[src/rtl/fetch_pkg.sv]
// Shared types and helpers for the instruction-fetch front end.
package fetch_pkg;

  localparam int unsigned BYTES_PER_WORD   = 4;
  localparam logic [31:0] DEFAULT_RESET_PC = 32'h0000_0000;

  typedef struct packed {
    logic [31:0] pc;
    logic [31:0] inst;
  } fetch_entry_t;

  function automatic logic is_word_aligned(input logic [31:0] addr);
    return (addr[1:0] == 2'b00);
  endfunction

endpackage

[src/rtl/fetch_fifo.sv]
// In-order prefetch buffer of assembled words; head is driven straight from storage.
module fetch_fifo
  import fetch_pkg::*;
#(
  parameter int unsigned DEPTH = 2
) (
  input  logic         clk,
  input  logic         rst_n,
  input  logic         push,
  input  logic         pop,
  input  logic         flush,
  input  fetch_entry_t push_entry,
  output logic         full,
  output logic         empty,
  output fetch_entry_t head
);

  localparam int unsigned PTR_W = (DEPTH > 1) ? $clog2(DEPTH) : 1;
  localparam int unsigned CNT_W = $clog2(DEPTH + 1);

  fetch_entry_t     mem_q [DEPTH];
  fetch_entry_t     mem_d [DEPTH];
  logic [PTR_W-1:0] rd_ptr_q, rd_ptr_d;
  logic [PTR_W-1:0] wr_ptr_q, wr_ptr_d;
  logic [CNT_W-1:0] count_q, count_d;
  logic             do_push;
  logic             do_pop;

  function automatic logic [PTR_W-1:0] ptr_inc(input logic [PTR_W-1:0] ptr);
    return (ptr == PTR_W'(DEPTH - 1)) ? '0 : ptr + PTR_W'(1);
  endfunction

  assign empty = (count_q == '0);
  assign full  = (count_q == CNT_W'(DEPTH));
  assign head  = empty ? '0 : mem_q[rd_ptr_q];

  // A push into a full buffer is accepted only when the head leaves on the same edge.
  assign do_pop  = pop && !empty;
  assign do_push = push && (!full || do_pop);

  always_comb begin
    mem_d    = mem_q;
    rd_ptr_d = rd_ptr_q;
    wr_ptr_d = wr_ptr_q;
    count_d  = count_q;
    if (flush) begin
      rd_ptr_d = '0;
      wr_ptr_d = '0;
      count_d  = '0;
    end else begin
      if (do_push) begin
        mem_d[wr_ptr_q] = push_entry;
        wr_ptr_d        = ptr_inc(wr_ptr_q);
      end
      if (do_pop) begin
        rd_ptr_d = ptr_inc(rd_ptr_q);
      end
      case ({do_push, do_pop})
        2'b10:   count_d = count_q + CNT_W'(1);
        2'b01:   count_d = count_q - CNT_W'(1);
        default: count_d = count_q;
      endcase
    end
  end

  always_ff @(posedge clk or negedge rst_n) begin
    if (!rst_n) begin
      for (int i = 0; i < int'(DEPTH); i++) begin
        mem_q[i] <= '0;
      end
      rd_ptr_q <= '0;
      wr_ptr_q <= '0;
      count_q  <= '0;
    end else begin
      mem_q    <= mem_d;
      rd_ptr_q <= rd_ptr_d;
      wr_ptr_q <= wr_ptr_d;
      count_q  <= count_d;
    end
  end

endmodule

[src/rtl/fetch_prefetch_unit.sv]
// Fetch front end: assembles big-endian words from a byte-wide imem, buffers them
// with their PCs and hands them to the core; redirects flush and restart fetch.
module fetch_prefetch_unit
  import fetch_pkg::*;
#(
  parameter int unsigned ADDR_W   = 5,
  parameter int unsigned DEPTH    = 2,
  parameter logic [31:0] RESET_PC = DEFAULT_RESET_PC
) (
  input  logic              clk,
  input  logic              rst_n,
  output logic [ADDR_W-1:0] imem_addr,
  output logic              imem_rd_en,
  input  logic [7:0]        imem_rdata,
  output logic              inst_valid,
  input  logic              inst_ready,
  output logic [31:0]       inst_data,
  output logic [31:0]       inst_pc,
  input  logic              redirect_valid,
  input  logic [31:0]       redirect_pc,
  output logic              fetch_err
);

  localparam logic [1:0] LAST_BYTE = 2'(BYTES_PER_WORD - 1);

  logic [31:0]  fpc_q, fpc_d;
  logic [1:0]   byte_cnt_q, byte_cnt_d;
  logic [23:0]  asm_q, asm_d;
  logic         fetch_err_q, fetch_err_d;

  logic         fifo_push;
  logic         fifo_pop;
  logic         fifo_flush;
  logic         fifo_full;
  logic         fifo_empty;
  fetch_entry_t push_entry;
  fetch_entry_t head;

  // Reading starts as soon as reset is released so the first byte lands on the first edge.
  assign imem_rd_en = rst_n && !fetch_err_q;
  assign imem_addr  = ADDR_W'(fpc_q + 32'(byte_cnt_q));
  assign fetch_err  = fetch_err_q;

  assign fifo_pop   = !fifo_empty && inst_ready;
  assign inst_valid = !fifo_empty;
  assign inst_data  = head.inst;
  assign inst_pc    = head.pc;

  always_comb begin
    fpc_d       = fpc_q;
    byte_cnt_d  = byte_cnt_q;
    asm_d       = asm_q;
    fetch_err_d = fetch_err_q;
    fifo_push   = 1'b0;
    fifo_flush  = 1'b0;
    push_entry  = '{pc: fpc_q, inst: {asm_q, imem_rdata}};
    if (redirect_valid) begin
      fifo_flush = 1'b1;
      byte_cnt_d = '0;
      asm_d      = '0;
      if (is_word_aligned(redirect_pc)) begin
        fpc_d       = redirect_pc;
        fetch_err_d = 1'b0;
      end else begin
        fetch_err_d = 1'b1;
      end
    end else if (imem_rd_en) begin
      if (byte_cnt_q == LAST_BYTE) begin
        // Stall on the last byte when the buffer cannot take the word.
        if (!fifo_full || fifo_pop) begin
          fifo_push  = 1'b1;
          fpc_d      = fpc_q + 32'(BYTES_PER_WORD);
          byte_cnt_d = '0;
        end
      end else begin
        case (byte_cnt_q)
          2'd0:    asm_d[23:16] = imem_rdata;
          2'd1:    asm_d[15:8]  = imem_rdata;
          default: asm_d[7:0]   = imem_rdata;
        endcase
        byte_cnt_d = byte_cnt_q + 2'd1;
      end
    end
  end

  always_ff @(posedge clk or negedge rst_n) begin
    if (!rst_n) begin
      fpc_q       <= RESET_PC;
      byte_cnt_q  <= '0;
      asm_q       <= '0;
      fetch_err_q <= 1'b0;
    end else begin
      fpc_q       <= fpc_d;
      byte_cnt_q  <= byte_cnt_d;
      asm_q       <= asm_d;
      fetch_err_q <= fetch_err_d;
    end
  end

  fetch_fifo #(
    .DEPTH(DEPTH)
  ) u_fifo (
    .clk        (clk),
    .rst_n      (rst_n),
    .push       (fifo_push),
    .pop        (fifo_pop),
    .flush      (fifo_flush),
    .push_entry (push_entry),
    .full       (fifo_full),
    .empty      (fifo_empty),
    .head       (head)
  );

endmodule

[config.mk]
export PLATFORM = sky130hd
export DESIGN_NAME = fetch_prefetch_unit
export DESIGN_NICKNAME = d
export VERILOG_FILES = /design/src/rtl/fetch_pkg.sv /design/src/rtl/fetch_fifo.sv /design/src/rtl/fetch_prefetch_unit.sv
export SDC_FILE = /design/constraint.sdc
export NUM_CORES = 1
export LEC_CHECK = 0
export ABC_AREA = 1
export CORE_UTILIZATION = 55
export CTS_CLUSTER_SIZE = 25
export DETAILED_ROUTE_END_ITERATION = 8
export GPL_TIMING_DRIVEN = 0
export PLACE_DENSITY_LB_ADDON = 0.3
export SYNTH_ARGS = -nofsm -noshare
export SYNTH_HDL_FRONTEND = slang
export SYNTH_SLANG_ARGS = --single-unit
export TNS_END_PERCENT = 20
[constraint.sdc]
create_clock -name clk -period 2.2 [get_ports clk]
set_clock_uncertainty 0.1 [all_clocks]
set_input_delay 0.22 -clock clk [delete_from_list [all_inputs] [get_ports clk]]
set_output_delay 0.22 -clock clk [all_outputs]
set_load 0.03 [all_outputs]
== Word-level counts from Yosys, hierarchy flattened ==
Cells that the tools add are included.

* Memories: 0
* Output and inout port bits: 72
* Register bits after elaboration: 191
* Bits in latches: 0
* Memory bits (writable): 0
* Memory bits (read-only): 0

* Bitwise gates (word level): 3
* Shifts and indexed selects: 0
* Multiplexer cells: 36
* Magnitude comparators: 3
* Multipliers: 0
* Divide/modulo/power cells: 0
* Equal/unequal tests: 9
* Reduce and logical (&&, ||, !) cells: 28
* Add/sub/neg operators: 7

{| class="wikitable"
|+ Operator list
! operator !! number
|-
| 2-to-1 mux 64 bit || 5
|-
| 2-to-1 mux 32 bit || 5
|-
| bitwise mux 128 bit || 1
|-
| 2-to-1 mux 24 bit || 3
|-
| demux 64 bit (select 1 bit) || 1
|-
| adder 32 x 3 -> 32 bit, second input constant || 1
|-
| 2-to-1 mux 8 bit || 3
|-
| nonzero test 2 bit || 7
|-
| 2-to-1 mux 1 bit || 12
|-
| 2-to-1 mux 2 bit || 5
|-
| AND reduction 3 bit || 3
|-
| equality test 2 bit, second input constant || 3
|-
| zero test 2 bit || 3
|-
| adder 5 x 2 -> 5 bit || 1
|-
| logical AND 1 bit || 5
|-
| adder 2 x 1 -> 2 bit, second input constant || 2
|-
| equality test 2 x 1 -> 1 bit, second input constant || 2
|-
| >= comparator 2 bit, second input constant || 2
|-
| inequality test 2 x 1 -> 1 bit, second input constant || 2
|-
| NOT 1 -> 2 bit || 2
|-
| case mux 2 bit (2 select lines) || 1
|-
| AND reduction 2 bit || 2
|-
| AND reduction 4 bit || 1
|-
| zero test 1 bit || 3
|-
| other kinds (9) || 11
|}

== Logic depth before layout (Yosys ltp) ==
Gate-level depths: netlist (run 1).

* Depth in word-level cells: 12
* Depth in mapped cells: 10
* Gate-level depth less buffers: 10

== By module ==
A second synthesis (run 1) with hierarchy kept.

* Cells, all modules: 1260
* Area total of the unflattened synthesis: 10107.2 sq um

{| class="wikitable"
|+ By module, submodules not included
! module !! sequential area each (sq um) !! times used !! area an instance (sq um) !! cells an instance
|-
| fetch_fifo || 3303.2 || 1 || 6447.4 || 729
|-
| fetch_prefetch_unit || 1476.4 || 1 || 3659.8 || 531
|}

== Worst setup path after synthesis (run 1) ==
No wires, ideal clock.

* Path type: reg-to-output
* From: register u_fifo.count_q[1]
* To: output inst_pc[21]
* Buffers on the path: 2
* Arrival: 1.551 ns
* Slack: 0.329 ns
* Required time: 1.880 ns
* Cell stages (with the launch flop): 7
* Cells stage by stage: dfrtp_1 nor2_1 inv_1 buf_2 buf_2 o21ai_0 a21oi_1

* Longest elaborated chain between the ends: 2

{| class="wikitable"
|+ Ends and longest elaborated chain
! item !! line !! source
|-
| start, declared || fetch_fifo.sv:25 || <nowiki>logic [CNT_W-1:0] count_q, count_d;</nowiki>
|-
| start signal, assigned || fetch_fifo.sv:78 || <nowiki>count_q <= count_d;</nowiki>
|-
| zero test 2 bit || fetch_fifo.sv:33 || <nowiki>assign empty = (count_q == '0);</nowiki>
|-
| 2-to-1 mux 64 bit || fetch_fifo.sv:35 || <nowiki>assign head = empty ? '0 : mem_q[rd_ptr_q];</nowiki>
|-
| end, declared || fetch_prefetch_unit.sv:18 || <nowiki>output logic [31:0] inst_pc,</nowiki>
|}

No other way between the ends.

== Worst setup path after layout (run 1) ==
* From: register byte_cnt_q[0]
* To: output imem_addr[4]

* Longest elaborated chain between the ends: 1

{| class="wikitable"
|+ Ends and longest elaborated chain
! item !! line !! source
|-
| start, declared || fetch_prefetch_unit.sv:27 || <nowiki>logic [1:0] byte_cnt_q, byte_cnt_d;</nowiki>
|-
| start signal, assigned || fetch_prefetch_unit.sv:94 || <nowiki>byte_cnt_q <= byte_cnt_d;</nowiki>
|-
| adder 5 x 2 -> 5 bit || fetch_prefetch_unit.sv:41 || <nowiki>assign imem_addr = ADDR_W'(fpc_q + 32'(byte_cnt_q));</nowiki>
|-
| end, declared || fetch_prefetch_unit.sv:12 || <nowiki>output logic [ADDR_W-1:0] imem_addr,</nowiki>
|}

No other way between the ends.

==> impl_metrics.ini, run 1 <==
[outcome]
status = complete, but fails checks
failed_checks = negative hold slack, negative setup slack

[floorplanning]
fp-row-count = 47
dieArea_sq_mm = 0.0176
die_x_um = 133
ioPinCount = 116
start_util_pct = 56.5
fp.coreArea_sq_mm = 0.0166
die_h_um = 133

[sta]
min_period_over_period_pct = 104
setup_viol = 4
holdWs_ps = -415
max_freq_mhz = 439
fin_crit_ps = 2280
slew_violations = 0
hold_violations = 135
grt_setup_unrepaired = true
fin_ws_ps = -79.4
worst_pin_slew_ps = 618
slew_headroom_pct = 58.8

[global_route]
gr-usage-all-layers_pct = 33.2
grt_pass1_wl_um = 44900
antenna_found_initial = 0
grt_max_degree = 83
gr-total-overflow = 0
grt_pass1_vias = 8623

[power_and_ir_drop]
ir_drop_mv = 0.609
p_per_area_mw_per_mm2 = 894
p_leak_nw = 5.75

[critical_path]
crit_chain = ha_2, inv_1, fa_2, mux2_2, buf_4
slowest_delay_ps = 380
cp-start-kind = flop
cp.required_ps = 1880
crit_slowest_cell = fa_2
end_kind = primary output
path_class = reg -> out
path_max_fanout = 2
critPathArrivalTime_ps = 1960

[synth]
synth_edf_count = 0
synth_cells = 1233
yosysSeqAreaShare_pct = 50.8
ys.flop_type = dfrtp_1
synth_most_common_cell = nand2_1
yosysUniqueCellTypes = 32
synth-warning-count = 0
synth_area_sq_mm = 0.00941
async_flop_share_pct = 100
synthTopCellsByArea = dfrtp_1, nand2_1, o21ai_0
ys_top_cells_by_count = nand2_1, dfrtp_1, o21ai_0
avgSynthCellArea_sq_um = 7.63
synth_top_area_share_pct = 50.8
ys_ff_latch = 191
synth_top_area_cell = dfrtp_1
synth_nets = 1284

[clock_network]
cts_buffer_depth = 2
htreeDepth = 4
cts_tree = done
numCtsBuffers = 17
clock_sinks = 191
clk_pin_slew_ps = 70
cts_root_buffer = clkbuf_16
clk_latency_ps = 440

[layout]
post-route-cell-area_sq_mm = 0.0114
final_nets = 1425
ff_latch_area_sq_mm = 0.00478
multi_input_area_sq_mm = 0.00387
n_fill_cell = 1380
drive_gt1_share_pct = 14.6
syn_to_final_growth_pct = 21.6
antenna_cells = 0

[drt]
final_antenna_net_count = 0
vias_per_cell = 5.54
drtIter0Drc = 745
firstDrtPassIters = 6
avgRoutedWirePerCell_um = 17.5
drc = 0
via_count = 8909
drt-total-wl_um = 28200

[placed_design]
gp_congestion = 0.973
io_buffers = 115
dpl.hpwl_um = 20000
dpl_cell_area_sq_mm = 0.0109

[worst_hold_path]
hold_class = in -> async

[run]
maxCapViolations = 0
[per-stage QoR]
stage               instances  util [%]   TNS, ps  setup slack, ps  total power [mW]
floorplan                1233         -         0              329              5.86
global placement         1568      65.1  -2783650            -7520              7.00
detailed placement       1569      65.3   -140640             -806              7.06
CTS                      1604      68.3      -846            -82.1              10.1
global route             1607      68.8      -217             -110              10.6
finish                   1607      68.8      -143            -79.4              10.2
[flip-flops by register name, indices dropped and copies added (netlist names)]
signal,cells
u_fifo.wr_ptr_q,1
u_fifo.rd_ptr_q,1
u_fifo.mem_q,128
asm_q,24
u_fifo.count_q,2
fpc_q,32
fetch_err,1
byte_cnt_q,2
[cells in the final DEF (no fill, tap or decap), types with 3 or more instances in the layout]
master / n
clkinv_4: 3
nand3_1: 42
nand2_2: 4
nand2_1: 356
xnor2_1: 3
clkbuf_1: 4
clkbuf_2: 14
buf_6: 8
nor2_2: 4
ha_1: 4
clkbuf_4: 5
a21oi_2: 4
o21ai_1: 23
dfrtp_1: 189
o21ai_0: 177
nor2_4: 3
buf_4: 32
clkdlybuf4s15_2: 3
buf_2: 72
nand4_1: 4
clkdlybuf4s50_1: 44
xor2_1: 4
clkbuf_16: 17
inv_1: 129
clkinv_8: 3
nor2_1: 116
a21oi_1: 79
inv_8: 4
[critical path, delay by kind of cell (launching register included)]
family / cells / cell delay [ps]
mux: 1 / 330
flops: 1 / 370
buf+inv: 2 / 240
fa+ha+maj: 2 / 580
[cell families (layout without fill, tap and decap cells)]
kind of cell / Yosys count / in the layout / share of synthesized area (%)
AO/OA/AOI/OAI: 294 / 294 / 16.1
XOR/XNOR: 9 / 9 / 0.838
adder cells (fa/ha/maj): 7 / 7 / 1.01
buffers and inverters: 198 / 352 / 8.68
flip-flops: 191 / 191 / 50.8
multiplexers: 1 / 1 / 0.120
AND/OR/NAND/NOR: 533 / 533 / 22.4
[power by group]
group          switching (mW)  total, mW  internal (mW)
logic                    1.89       2.84          0.945
registers               0.359       4.21           3.85
clock network            1.53       3.18           1.66
[final timing paths]
check / startpoint / endpoint / slack, ps / depth (start not counted)
max reg2reg: u_fifo.count_q[0] / fpc_q[12] / 120 / 8
min in group clk: imem_rdata[6] / u_fifo.mem_q[6] / 290 / 3
min: rst_n / u_fifo.mem_q[74] / -410 / 1
min reg2reg: u_fifo.mem_q[88] / u_fifo.mem_q[88] / 370 / 2
max: byte_cnt_q[0] / imem_addr[4] / -80 / 5
max in group asynchronous: rst_n / u_fifo.mem_q[100] / 1630 / 2
[metal layers]
layer	GRT usage, %	share of wire (%)	vias to the layer above
met5	0	0	-
met2	55.1	49	380
met3	5.25	5.8	88
met4	16.0	4.3	0
met1	42.5	41	4236
li1	-	-	4205
[area by class of cell]
class                   instances  area share [%]
repair buffers                123            8.79
clock buffers                  18            3.84
flip-flops and latches        191            41.8
inverters                     131            4.30
multi-input cells             844            33.9
clock inverters                14            1.50
well taps                     220            2.41
plain buffers                  66            3.53
[timing repair]
action | 4_1_cts | 5_1_grt
gates cloned | 1 | 0
resized for setup | 370 | 57
endpoints found under the hold margin | 80 | 80
endpoints found under the setup margin | 221 | 119
pin swaps | 0 | 2
buffers inserted | 3 | 3
No activity file was read; power rests on OpenSTA's default activity.
==> run 2: changes to the inputs <==
CELL_PAD_IN_SITES_DETAIL_PLACEMENT = 1   (was default)
CELL_PAD_IN_SITES_GLOBAL_PLACEMENT = 1   (was default)
CORE_UTILIZATION = 41   (was 55)
==> run 2 against run 1 <==
  * The run still ends with negative hold slack, negative setup slack left
  * Power grew 3.7%
  * Via count grew 0.98%
  * Sequential cell count is the same
  * Critical path type unchanged
  * Largest power group unchanged
==> impl_metrics.ini, run 2 (same netlist as run 1, synthesis figures left out) <==
[floorplanning]
start_util_pct = 41.7
dieArea_sq_mm = 0.0236
die_x_um = 153
fp-row-count = 55
ioPinCount = 116
die_h_um = 153
fp.coreArea_sq_mm = 0.0226

[sta]
min_period_over_period_pct = 105
fin_ws_ps = -117
setup_viol = 1
grt_setup_unrepaired = true
slew_violations = 0
slew_headroom_pct = 58.6
worst_pin_slew_ps = 620
fin_crit_ps = 2320
holdWs_ps = -225
hold_violations = 79
max_freq_mhz = 432

[placed_design]
dpl.hpwl_um = 22500
io_buffers = 115
gp_congestion = 0.939
dpl_cell_area_sq_mm = 0.0109

[global_route]
gr-total-overflow = 0
grt_pass1_wl_um = 52600
grt_max_degree = 81
antenna_found_initial = 0
grt_pass1_vias = 9674
gr-usage-all-layers_pct = 29.2

[clock_network]
htreeDepth = 4
clk_latency_ps = 450
numCtsBuffers = 17
cts_tree = done
clock_sinks = 191
cts_buffer_depth = 2
cts_root_buffer = clkbuf_16
holdBufCountCts = 6
clk_pin_slew_ps = 80

[drt]
avgRoutedWirePerCell_um = 19.7
firstDrtPassIters = 5
vias_per_cell = 5.34
drtIter0Drc = 446
via_count = 8996
drt-total-wl_um = 33100
final_antenna_net_count = 0
drc = 0

[outcome]
status = complete, but fails checks
failed_checks = negative hold slack, negative setup slack

[critical_path]
crit_slowest_cell = dfrtp_1
r2r_start = fpc_q[2]
end_kind = primary output
path_class = reg -> out
critPathArrivalTime_ps = 2000
cp.required_ps = 1880
critPathLaunch = fpc_q[0]
slowest_delay_ps = 410
cp-start-kind = flop
crit_chain = ha_2, inv_1, fa_2, mux2_2, buf_4
path_max_fanout = 4

[worst_hold_path]
hold_class = in -> async

[power_and_ir_drop]
p_per_area_mw_per_mm2 = 895
ir_drop_mv = 0.468
p_leak_nw = 5.88

[layout]
reg_top3 = u_fifo.mem_q (128), fpc_q (32), asm_q (24)
drive_gt1_share_pct = 15.6
layout_common_cells = nand2_1, dfrtp_1, o21ai_0
top_register = u_fifo.mem_q
final_util_pct = 52.5
antenna_cells = 0
largest_register_ffs = 128
post-route-cell-area_sq_mm = 0.0118
final_nets = 1438
syn_to_final_growth_pct = 25.9
final_common_cell = nand2_1

[run]
maxCapViolations = 0
run 2: cell count changes in the layout (fill, tap and decap cells not counted), sizes merged:
cell	previous run	this run
clkdlybuf4s50	44	43
dlygate4sd3	0	2
buf	115	123
dlymetal6s2s	0	1
clkdlybuf4s15	3	4
clkbuf	42	43
bufinv	1	0
clkinv	7	10
clkinvlp	1	0
run 2: path summary, 6_finish.rpt:
| check | to | slack (ps) | cells past startpoint |
|---|---|---|---|
| min reg2reg | u_fifo.mem_q[86] | 370 | 2 |
| max in group asynchronous | u_fifo.rd_ptr_q | 1210 | 5 |
| min in group clk | u_fifo.mem_q[6] | 270 | 3 |
| max reg2reg | fpc_q[31] | 70 | 10 |
| max | imem_addr[4] | -120 | 5 |
| min | u_fifo.mem_q[72] | -220 | 3 |
run 2: routing by layer:
layer | up-vias | track usage (%) | share of wire, %
li1 | 4222 | - | -
met1 | 4468 | 35.5 | 42
met2 | 226 | 51.0 | 51
met3 | 80 | 4.22 | 3.5
met4 | 0 | 13.6 | 3.7
met5 | - | 0 | 0
run 2: timing repair:
action                                  4_1_cts  5_1_grt
gates resized for setup                     395       78
endpoints found under the setup margin      238      134
pin swaps                                     0        3
gates cloned                                  1        1
setup buffers                                 4        8
endpoints found under the hold margin       191       79
run 2: final cells by class:
| cell class | instances | area, sq um |
|---|---|---|
| Clock inverter | 15 | 194 |
| Clock buffer | 17 | 425 |
| Multi-Input combinational cell | 844 | 3900 |
| Timing Repair Buffer | 136 | 1240 |
| Tap cell | 285 | 357 |
| Fill cell | 2778 | 10700 |
| Buffer | 66 | 453 |
| Sequential cell | 191 | 4780 |
| Inverter | 131 | 492 |
run 2: worst max-delay path, delay by kind of cell (launching register included):
| kind | cells | cell delay (ps) |
|---|---|---|
| mux | 1 | 320 |
| flops | 1 | 410 |
| buf+inv | 2 | 240 |
| fa+ha+maj | 2 | 590 |
run 2: report_power, final:
| part | internal [mW] | switching, mW |
|---|---|---|
| Sequential | 3.85 | 0.356 |
| Clock | 1.55 | 1.67 |
| Combinational | 1.11 | 2.07 |
| Total | 6.51 | 4.09 |
run 2: per-stage QoR:
stage / power [mW] / setup slack (ps) / instances / hold slack (ps) / TNS (ps)
finish: 10.6 / -117 / 1685 / -225 / -117
global route: 11.1 / -152 / 1685 / -197 / -548
CTS: 10.4 / -114 / 1676 / -208 / -304
detailed placement: 7.16 / -932 / 1634 / 264 / -161530
global placement: 7.10 / -7920 / 1633 / 348 / -2939630
floorplan: 5.86 / 329 / 1233 / -176 / 0
==> run 3: changes to the inputs <==
CELL_PAD_IN_SITES_DETAIL_PLACEMENT = 0   (was 1)
==> run 3 against run 2 <==
  * The flow finishes with violations (negative setup slack)
  * Cell count down 0.42%
  * Worst setup slack better by 90 ps
  * Routed wire length down 12%
  * Sequential cell count unchanged
  * Clock-buffer cell count unchanged
  * Critical path depth unchanged
  * Critical endpoint unchanged
  * Highest routed layer unchanged
==> impl_metrics.ini, run 3 (same netlist as run 1, synthesis figures left out) <==
[outcome]
status = complete, but fails checks
failed_checks = negative setup slack

[clock_network]
clk_pin_slew_ps = 80
cts_buffer_depth = 2
cts_tree = done
htreeDepth = 4
numCtsBuffers = 17
clk_latency_ps = 450
clock_sinks = 191
cts_root_buffer = clkbuf_16

[floorplanning]
die_h_um = 153
fp-row-count = 55
dieArea_sq_mm = 0.0236
start_util_pct = 41.7
die_x_um = 153
fp.coreArea_sq_mm = 0.0226
ioPinCount = 116

[layout]
layout_common_cells = nand2_1, dfrtp_1, o21ai_0
final_nets = 1431
drive_gt1_share_pct = 14.7
syn_to_final_growth_pct = 24.1
antenna_cells = 0
reg_top3 = u_fifo.mem_q (128), fpc_q (32), asm_q (24)
final_common_cell = nand2_1
multi_input_area_sq_mm = 0.00386
top_register = u_fifo.mem_q
final_cells = 1678
post-route-cell-area_sq_mm = 0.0117
n_fill_cell = 2285
ff_latch_area_sq_mm = 0.00478
largest_register_ffs = 128

[critical_path]
crit_slowest_cell = dfrtp_1
crit_chain = ha_2, inv_1, fa_2, mux2_2, buf_4
path_max_fanout = 2
cp.required_ps = 1880
slowest_delay_ps = 370
end_kind = primary output
path_delay_family = adder cells
path_class = reg -> out
cp-start-kind = flop
critPathArrivalTime_ps = 1910
crit_buf_inv = 2

[global_route]
grt_pass1_wl_um = 47200
gr-total-overflow = 0
grt_pass1_vias = 8530
gr-usage-all-layers_pct = 26.1
grt_max_degree = 57
antenna_found_initial = 0

[placed_design]
dp.cells = 1634
io_buffers = 115
gp_congestion = 0.939
dpl.hpwl_um = 20600
dpl_cell_area_sq_mm = 0.0109

[sta]
slew_violations = 0
worst_pin_slew_ps = 601
max_freq_mhz = 449
grt_setup_unrepaired = true
slew_headroom_pct = 59.9
fin_crit_ps = 2230
hold_violations = 0
fin_ws_ps = -27.1
setup_viol = 2
min_period_over_period_pct = 101

[power_and_ir_drop]
p_leak_nw = 5.81
p_per_area_mw_per_mm2 = 880
power.internal_mw = 6.38
p_switching_mw = 3.90
clkPwrFrac_pct = 30.9
swShare_pct = 38.0
seq_power_share_pct = 40.7
share_comb_of_total_power_pct = 28.3
ir_drop_mv = 0.514

[drt]
vias_per_cell = 5.11
drc = 0
avgRoutedWirePerCell_um = 17.4
final_antenna_net_count = 0
firstDrtPassIters = 5
via_count = 8580
drtIter0Drc = 576
drt-total-wl_um = 29200

[run]
maxCapViolations = 0

[worst_hold_path]
hold_class = in -> reg
==> run 3: worst register-to-register path, delay by kind of cell (launching register included) <==
family          cells  cell delay [ps]
fa+ha+maj           1              190
simple gates        3              390
buf+inv             3              520
flops               1              350
compound gates      2              480
==> run 3: power groups by stage <==
| stage | Clock (mW) | Sequential (mW) | Combinational [mW] |
|---|---|---|---|
| 3_3_place_gp | 0 | 4.24 | 2.85 |
| 5_1_grt | 3.36 | 4.24 | 3.18 |
| 6_report | 3.18 | 4.19 | 2.91 |
| 3_5_place_dp | 0 | 4.24 | 2.88 |
| 2_1_floorplan | 0 | 4.14 | 1.72 |
| 4_1_cts | 3.21 | 4.18 | 2.92 |
==> run 3: worst paths after layout <==
path	startpoint	to	slack [ps]	depth (start not counted)
max	fpc_q[0]	imem_addr[4]	-30	5
min	imem_rdata[6]	u_fifo.mem_q[6]	270	3
max reg2reg	byte_cnt_q[0]	fpc_q[31]	110	9
min reg2reg	u_fifo.mem_q[86]	u_fifo.mem_q[86]	370	2
max in group asynchronous	rst_n	u_fifo.mem_q[65]	1270	3
min in group asynchronous	rst_n	asm_q[7]	360	4
==> run 3: layout make-up <==
class,count,share of cell area [%]
Inverter,131,4.21
Multi-Input combinational cell,844,33.1
Tap cell,285,3.05
Timing Repair Buffer,129,9.65
Clock inverter,15,1.64
Clock buffer,17,3.64
Buffer,66,3.75
Sequential cell,191,41.0
==> run 3: what timing repair did <==
action                                  4_1_cts  5_1_grt
hold endpoints to repair                    151        0
cloned                                        2        0
resized for setup                           356       67
endpoints found under the setup margin      235      103
pin swaps                                     0        0
setup buffers                                 5        0
hold buffers                                  6        0
==> run 3: per-stage QoR <==
step / hold slack, ps / total power, mW / TNS, ps / utilization (%) / setup slack [ps]
floorplan: -176 / 5.86 / 0 / - / 329
detailed placement: 262 / 7.12 / -158340 / 48.5 / -972
finish: 266 / 10.3 / -43.9 / 51.7 / -27.1
global route: 281 / 10.8 / -739 / 51.7 / -74.7
CTS: 277 / 10.3 / -54.0 / 51.9 / -39.3
global placement: 348 / 7.10 / -2939630 / 48.4 / -7920
==> run 3: metal layers <==
| layer | GRT usage [%] | up-vias | wire [um] |
|---|---|---|---|
| li1 | - | 4221 | - |
| met1 | 33.5 | 4052 | 12700 |
| met2 | 44.9 | 258 | 14400 |
| met3 | 3.43 | 49 | 1400 |
| met4 | 9.81 | 0 | 747 |
| met5 | 0 | - | 0 |
